**config.mk**
```make
export PLATFORM = sky130hd
export DESIGN_NAME = clks_alot_half_rate_meter
export DESIGN_NICKNAME = d
export VERILOG_FILES = /design/src/rtl/clks_alot_half_rate_meter_pkg.sv /design/src/rtl/clks_alot_half_rate_meter_averager.sv /design/src/rtl/clks_alot_half_rate_meter.sv
export SDC_FILE = /design/constraint.sdc
export NUM_CORES = 1
export LEC_CHECK = 0
export CAP_MARGIN = 10
export CORE_MARGIN = 5
export CORE_UTILIZATION = 35
export DETAILED_ROUTE_END_ITERATION = 12
export PLACE_DENSITY = 0.61
export SLEW_MARGIN = 20
export SYNTH_ARGS = -nofsm -noshare
export SYNTH_HDL_FRONTEND = slang
export SYNTH_SLANG_ARGS = --single-unit
```
**constraint.sdc**
```tcl
create_clock -name sys_clk -period 4.3 [get_ports sys_clk]
set_input_delay 0.86 -clock sys_clk [delete_from_list [all_inputs] [get_ports sys_clk]]
set_output_delay 0.86 -clock sys_clk [all_outputs]
set_load 0.02 [all_outputs]
```
**src/rtl/clks_alot_half_rate_meter_pkg.sv**
```systemverilog
// Shared types and widths for the half-rate meter: FSM state, event/limit/rate
// structs, accumulator width and the averaging-depth clamp.
package clks_alot_p;

    localparam int RATE_COUNTER_WIDTH    = 32;
    localparam int MAX_AVG_DEPTH_WIDTH   = 10;
    localparam int RATE_ACC_WIDTH        = RATE_COUNTER_WIDTH + MAX_AVG_DEPTH_WIDTH;
    localparam int AVG_DEPTH_FIELD_WIDTH = 4;
    localparam int SAMPLE_CNT_WIDTH      = MAX_AVG_DEPTH_WIDTH + 1;

    typedef enum logic [1:0] {
        IDLE      = 2'd0,
        MEAS_HIGH = 2'd1,
        MEAS_LOW  = 2'd2
    } meter_state_e;

    typedef struct packed {
        logic rising_edge;
        logic falling_edge;
    } recovered_events_s;

    typedef struct packed {
        logic [RATE_COUNTER_WIDTH-1:0]    minimum_band_minus_one;
        logic [RATE_COUNTER_WIDTH-1:0]    maximum_band_minus_one;
        logic [AVG_DEPTH_FIELD_WIDTH-1:0] rate_averaging_depth;
    } half_rate_limits_s;

    typedef struct packed {
        logic [RATE_COUNTER_WIDTH-1:0] high_rate;
        logic [RATE_COUNTER_WIDTH-1:0] low_rate;
        logic                          over_frequency_violation;
        logic                          under_frequency_violation;
    } recovered_half_rates_s;

    // Depth is log2 of the block length; anything beyond the accumulator headroom is clamped.
    function automatic logic [AVG_DEPTH_FIELD_WIDTH-1:0] clamp_depth(
        input logic [AVG_DEPTH_FIELD_WIDTH-1:0] depth
    );
        if (depth > AVG_DEPTH_FIELD_WIDTH'(MAX_AVG_DEPTH_WIDTH))
            return AVG_DEPTH_FIELD_WIDTH'(MAX_AVG_DEPTH_WIDTH);
        return depth;
    endfunction

endpackage

```
**src/rtl/clks_alot_half_rate_meter_averager.sv**
```systemverilog
// Block averager for one phase: sums 2^depth samples, emits sum >> depth, then restarts.
// A depth change restarts the block at the sample where it is first seen.
module clks_alot_rate_averager
    import clks_alot_p::*;
(
    input  logic                             sys_clk,
    input  logic                             sys_rst,
    input  logic                             clear,
    input  logic                             sample_valid,
    input  logic [RATE_COUNTER_WIDTH-1:0]    sample,
    input  logic [AVG_DEPTH_FIELD_WIDTH-1:0] depth,
    output logic                             avg_valid,
    output logic [RATE_COUNTER_WIDTH-1:0]    avg_value
);

    localparam logic [SAMPLE_CNT_WIDTH-1:0] CNT_ONE = SAMPLE_CNT_WIDTH'(1);

    logic [AVG_DEPTH_FIELD_WIDTH-1:0] depth_eff;
    logic [AVG_DEPTH_FIELD_WIDTH-1:0] depth_last;
    logic [RATE_ACC_WIDTH-1:0]        acc;
    logic [RATE_ACC_WIDTH-1:0]        acc_sum;
    logic [SAMPLE_CNT_WIDTH-1:0]      sample_cnt;
    logic [SAMPLE_CNT_WIDTH-1:0]      cnt_next;
    logic [SAMPLE_CNT_WIDTH-1:0]      block_len;
    logic                             restart;
    logic                             block_done;

    always_comb begin
        depth_eff  = clamp_depth(depth);
        restart    = (depth_eff != depth_last);
        acc_sum    = (restart ? '0 : acc) + RATE_ACC_WIDTH'(sample);
        cnt_next   = (restart ? '0 : sample_cnt) + CNT_ONE;
        block_len  = CNT_ONE << depth_eff;
        block_done = (cnt_next == block_len);
    end

    always_ff @(posedge sys_clk or posedge sys_rst) begin
        if (sys_rst) begin
            acc        <= '0;
            sample_cnt <= '0;
            depth_last <= '0;
            avg_valid  <= 1'b0;
            avg_value  <= '0;
        end else if (clear) begin
            acc        <= '0;
            sample_cnt <= '0;
            depth_last <= '0;
            avg_valid  <= 1'b0;
        end else begin
            avg_valid <= 1'b0;
            if (sample_valid) begin
                depth_last <= depth_eff;
                if (block_done) begin
                    acc        <= '0;
                    sample_cnt <= '0;
                    avg_valid  <= 1'b1;
                    avg_value  <= RATE_COUNTER_WIDTH'(acc_sum >> depth_eff);
                end else begin
                    acc        <= acc_sum;
                    sample_cnt <= cnt_next;
                end
            end
        end
    end

endmodule

```
**src/rtl/clks_alot_half_rate_meter.sv**
```systemverilog
// Measures high/low half-periods from recovered edge pulses and flags band violations.
// Optional block averaging of the rates is enabled with CLKS_ALOT_RATE_AVERAGING_EN.
module clks_alot_half_rate_meter
    import clks_alot_p::*;
(
    input  logic                  sys_clk,
    input  logic                  sys_rst,
    input  logic                  enable_i,
    input  recovered_events_s     events_i,
    input  half_rate_limits_s     high_limits_i,
    input  half_rate_limits_s     low_limits_i,
    output recovered_half_rates_s rates_o,
    output logic                  high_rate_valid_o,
    output logic                  low_rate_valid_o
);

    localparam logic [RATE_COUNTER_WIDTH-1:0] COUNT_ONE = RATE_COUNTER_WIDTH'(1);
    localparam logic [RATE_COUNTER_WIDTH-1:0] COUNT_MAX = '1;
    localparam logic [RATE_COUNTER_WIDTH:0]   WIDE_ONE  = (RATE_COUNTER_WIDTH+1)'(1);

    meter_state_e                  state;
    meter_state_e                  state_next;
    logic [RATE_COUNTER_WIDTH-1:0] phase_count;
    logic                          rise_only;
    logic                          fall_only;
    logic                          edge_accepted;
    logic                          take_high;
    logic                          take_low;
    logic                          take_any;
    half_rate_limits_s             active_limits;
    logic                          over_hit;
    logic                          under_hit;
    logic                          high_update;
    logic                          low_update;
    logic [RATE_COUNTER_WIDTH-1:0] high_value;
    logic [RATE_COUNTER_WIDTH-1:0] low_value;

    // Simultaneous edges are ambiguous and are dropped before the FSM sees them.
    always_comb begin
        rise_only     = events_i.rising_edge & ~events_i.falling_edge;
        fall_only     = events_i.falling_edge & ~events_i.rising_edge;
        state_next    = state;
        edge_accepted = 1'b0;
        take_high     = 1'b0;
        take_low      = 1'b0;
        case (state)
            IDLE: begin
                if (rise_only) begin
                    state_next    = MEAS_HIGH;
                    edge_accepted = 1'b1;
                end else if (fall_only) begin
                    state_next    = MEAS_LOW;
                    edge_accepted = 1'b1;
                end
            end
            MEAS_HIGH: begin
                if (fall_only) begin
                    take_high     = 1'b1;
                    state_next    = MEAS_LOW;
                    edge_accepted = 1'b1;
                end else if (rise_only) begin
                    edge_accepted = 1'b1;
                end
            end
            MEAS_LOW: begin
                if (rise_only) begin
                    take_low      = 1'b1;
                    state_next    = MEAS_HIGH;
                    edge_accepted = 1'b1;
                end else if (fall_only) begin
                    edge_accepted = 1'b1;
                end
            end
            default: state_next = IDLE;
        endcase
        take_any      = take_high | take_low;
        active_limits = take_high ? high_limits_i : low_limits_i;
        over_hit      = (phase_count <= active_limits.minimum_band_minus_one);
        // Widened compare so a maximum limit of all-ones cannot wrap.
        under_hit     = ({1'b0, phase_count} >
                         ({1'b0, active_limits.maximum_band_minus_one} + WIDE_ONE))
                        || (phase_count == COUNT_MAX);
    end

    always_ff @(posedge sys_clk or posedge sys_rst) begin
        if (sys_rst) begin
            state       <= IDLE;
            phase_count <= '0;
        end else if (!enable_i) begin
            state       <= IDLE;
            phase_count <= '0;
        end else begin
            state <= state_next;
            if (edge_accepted)
                phase_count <= COUNT_ONE;
            else if (phase_count != COUNT_MAX)
                phase_count <= phase_count + COUNT_ONE;
        end
    end

`ifdef CLKS_ALOT_RATE_AVERAGING_EN
    logic                          high_avg_valid;
    logic                          low_avg_valid;
    logic [RATE_COUNTER_WIDTH-1:0] high_avg;
    logic [RATE_COUNTER_WIDTH-1:0] low_avg;

    clks_alot_rate_averager u_high_avg (
        .sys_clk      (sys_clk),
        .sys_rst      (sys_rst),
        .clear        (~enable_i),
        .sample_valid (enable_i & take_high),
        .sample       (phase_count),
        .depth        (high_limits_i.rate_averaging_depth),
        .avg_valid    (high_avg_valid),
        .avg_value    (high_avg)
    );

    clks_alot_rate_averager u_low_avg (
        .sys_clk      (sys_clk),
        .sys_rst      (sys_rst),
        .clear        (~enable_i),
        .sample_valid (enable_i & take_low),
        .sample       (phase_count),
        .depth        (low_limits_i.rate_averaging_depth),
        .avg_valid    (low_avg_valid),
        .avg_value    (low_avg)
    );

    assign high_update = enable_i & high_avg_valid;
    assign low_update  = enable_i & low_avg_valid;
    assign high_value  = high_avg;
    assign low_value   = low_avg;
`else
    logic unused_depth;

    assign unused_depth = ^{high_limits_i.rate_averaging_depth, low_limits_i.rate_averaging_depth};
    assign high_update  = enable_i & take_high;
    assign low_update   = enable_i & take_low;
    assign high_value   = phase_count;
    assign low_value    = phase_count;
`endif

    // Violations always judge the raw sample; rates hold while disabled.
    always_ff @(posedge sys_clk or posedge sys_rst) begin
        if (sys_rst) begin
            rates_o           <= '0;
            high_rate_valid_o <= 1'b0;
            low_rate_valid_o  <= 1'b0;
        end else begin
            rates_o.over_frequency_violation  <= enable_i & take_any & over_hit;
            rates_o.under_frequency_violation <= enable_i & take_any & under_hit;
            high_rate_valid_o                 <= high_update;
            low_rate_valid_o                  <= low_update;
            if (high_update)
                rates_o.high_rate <= high_value;
            if (low_update)
                rates_o.low_rate <= low_value;
        end
    end

endmodule

```
==> flow_summary.json, run 1 <==
{
  "grt_pass1_wl_mm": 35.5,
  "firstDrtPassIters": 5,
  "final.setup.worst_slack_ps": 197,
  "swShare_pct": 24.7,
  "core_region_area_um2": 21100,
  "row_count": 53,
  "synth.most_common_cell": "dfrtp_1",
  "stdcell_count": 1294,
  "power.internal_mw": 1.67,
  "p_leak_nw": 4.84,
  "worstPathRequired_ps": 4530,
  "synth_area_um2": 7510,
  "crit_family": "buffers and inverters",
  "drc_errors": 0,
  "syn2layout_area_growth_pct": 38.8,
  "clock-sinks": 102,
  "wl_per_cell_um": 17.4,
  "cts_tree": "yes",
  "maxSlewHeadroom_pct": 51.9,
  "cts.path.max_buffers": 2,
  "finalInstanceArea_um2": 10400,
  "dieWidth_um": 157,
  "path_clk_slew_ps": 70,
  "drt-total-wl_mm": 22.5,
  "clkPwrFrac_pct": 38.1,
  "hold_path_class": "flip-flop to flip-flop",
  "dp_slack_ps": -322,
  "synthTopCellsByCount": "dfrtp_1 (102), nand2_1 (71), ha_1 (68), mux2i_1 (64), nor2_1 (60)",
  "fin_util_pct": 49.5,
  "p_per_area_nw_per_um2": 212,
  "drv_slew": 0,
  "max_stage_delay_ps": 480,
  "peakVddDrop_v": 0.000205,
  "num_vias": 6729,
  "fmax_mhz": 244,
  "die_h_um": 157,
  "fin_crit_sh_pct": 95.4,
  "start_util_pct": 35.6,
  "sequentialPowerShare_pct": 44.3,
  "syn_inst": 789,
  "crit_chain": "clkdlybuf4s50_1 > ha_2 > and3b_2 > buf_4 > buf_4 > mux2i_1 > nand2_1 > a21oi_1 > xor2_1 > ha_1 > and4_1 > and4_4 > a221oi_2 > o211ai_1 > a21oi_1 > o21ai_0",
  "antenna_found_initial": 0,
  "cp_slowest_cell": "clkdlybuf4s50_1",
  "synth_area_leaders": "dfrtp_1 (34%), ha_1 (11%), mux2i_1 (8.5%)",
  "comb_power_share_pct": 17.5,
  "fillCellCount": 2027,
  "io_pins": 209,
  "synth_edf_count": 0,
  "yosys.area.top_type_share_pct": 34.0,
  "post-place-cells": 1278,
  "cts_hold_buf": 0,
  "ys.flop_type": "dfrtp_1",
  "worstPathArrival_ps": 4330,
  "antennaDiodeCount": 0,
  "worstMarginPinSlew_ps": 721,
  "drive_above_1_share_pct": 13.5,
  "grt.overflow.total": 0,
  "nets": 1223,
  "portBuffers": 200,
  "placed_cell_area_um2": 10100,
  "syn_avg_cell_area_um2": 9.52,
  "async_flop_share_pct": 100,
  "crit_type": "input pin to flip-flop",
  "clk_latency_ps": 350,
  "whs_ps": 486,
  "end_kind": "flip-flop",
  "die_area_um2": 24500,
  "crit_path_start_kind": "input pin",
  "path_buf_inv": 3,
  "detail-route-antenna-nets": 0,
  "gp_congestion": 0.877,
  "numCtsBuffers": 9,
  "drt-initial-drc-count": 369,
  "synth_seq_cells": 102,
  "maxCapViolations": 0,
  "p_sw_uw": 545,
  "min_period_ps": 4100,
  "post-dp-hpwl_mm": 17.7,
  "groute.usage.overall_pct": 17.9,
  "cts_root_buf": "clkbuf_16",
  "hold_viol_final": 0,
  "finalSetupViolations": 0,
  "htreeDepth": 3,
  "status": "completed",
  "grt_pass1_vias": 6688,
  "ys_seq_area_share_pct": 34.0,
  "path_max_fanout": 10,
  "vias_per_cell": 5.20,
  "synth_area_leader_cell": "dfrtp_1",
  "synth_cell_types": 64,
  "grt_max_degree": 81,
  "syn-num-nets": 998,
  "ys_warn_count": 0,
  "finalClockSkew_ps": 6.05
}
## cell type report
| class | count | area [um2] | area share (%) |
|---|---|---|---|
| Tap cell | 275 | 344 | 3.30 |
| Clock buffer | 12 | 256 | 2.46 |
| Inverter | 24 | 95.1 | 0.912 |
| Clock inverter | 4 | 53.8 | 0.516 |
| Multi-Input combinational cell | 633 | 4790 | 45.9 |
| Sequential cell | 102 | 2550 | 24.5 |
| Timing Repair Buffer | 244 | 2340 | 22.4 |
## per-layer routing
layer | up-vias | GRT usage [%] | share of wire, %
met5 | - | 0 | 0
met4 | 0 | 2.36 | 0.77
met3 | 18 | 4.31 | 6.0
met2 | 171 | 30.5 | 48
met1 | 3218 | 23.9 | 45
li1 | 3322 | - | -
## stage by stage
stage | power, mW | TNS (ps)
after floorplan | 1.16 | 0
after global placement | 1.38 | -266
after detailed placement | 1.39 | -322
after CTS | 2.23 | 0
after global routing | 2.31 | -3.34
final | 2.21 | 0
## flip-flops by register name (all words and copies together) (netlist names)
name,flops
high_rate_valid_o,1
high_value,32
low_rate_valid_o,1
rates_o,66
state,2
## cells in the final DEF (no fill, tap or decap), drive strengths merged, types with 7 or more instances in the layout
cell type	count
clkdlybuf4s50	200
dfrtp	102
nand2	71
ha	68
mux2i	64
nor2	61
mux2	49
nand3	46
buf	44
o21ai	38
xnor2	36
a21oi	32
nand4	29
inv	25
xor2	22
nor3	13
clkbuf	12
a31oi	11
and4	9
nor2b	7
and3	7
## repair_timing
| item | 4_1_cts | 5_1_grt |
|---|---|---|
| resized for setup | 0 | 13 |
| setup buffers | 0 | 0 |
| endpoints found under the setup margin | 0 | 1 |
## worst register-to-register path, delay by kind of cell (launching register included)
kind                       cells  cell delay [ps]
adders and majority gates      1              280
xor gates and xnor gates       1              220
DFF                            1              450
buffers and inverters          2              360
muxes                          1              320
AOI/OAI and AO/OA              5              800
and+or+nand+nor                4              860
## power by group through the flow
stage               sequential (mW)  clock (mW)  combinational (mW)
floorplan                      1.01           0               0.157
global placement              0.999           0               0.383
detailed placement            0.999           0               0.387
CTS                           0.980       0.865               0.389
global route                  0.982       0.903               0.427
finish                        0.980       0.843               0.387
## logic make-up (layout without fill, tap and decap cells)
group | count (synthesis) | after routing | synth area share, %
and+or+nand+nor | 269 | 269 | 18.6
AOI/OAI and AO/OA | 125 | 125 | 10.4
muxes | 113 | 113 | 15.9
DFF | 102 | 102 | 34.0
adders and majority gates | 68 | 68 | 11.3
xor gates and xnor gates | 58 | 58 | 6.76
buffers and inverters | 54 | 284 | 3.13
## final timing paths
path / depth (start not counted) / slack (ps) / end / from
max: 16 / 200 / rates_o[0] / events_i[0]
min: 2 / 490 / rates_o[24] / rates_o[24]
max reg2reg: 14 / 890 / rates_o[0] / state[1]
min reg2reg: 2 / 490 / rates_o[24] / rates_o[24]
max in group asynchronous: 3 / 2590 / high_value[7] / sys_rst
min in group asynchronous: 2 / 1020 / rates_o[20] / sys_rst
(Power assumes the default switching activity.)
==> inputs of run 2 (changes only) <==
CAP_MARGIN = 20   (was 10)
SYNTH_HIERARCHICAL = 1   (was unset)
==> results of run 2 <==
Same layout as run 1: the final DEF is identical, and so are final timing and power.
Main changes from that run: Yosys warning count 0 -> 6
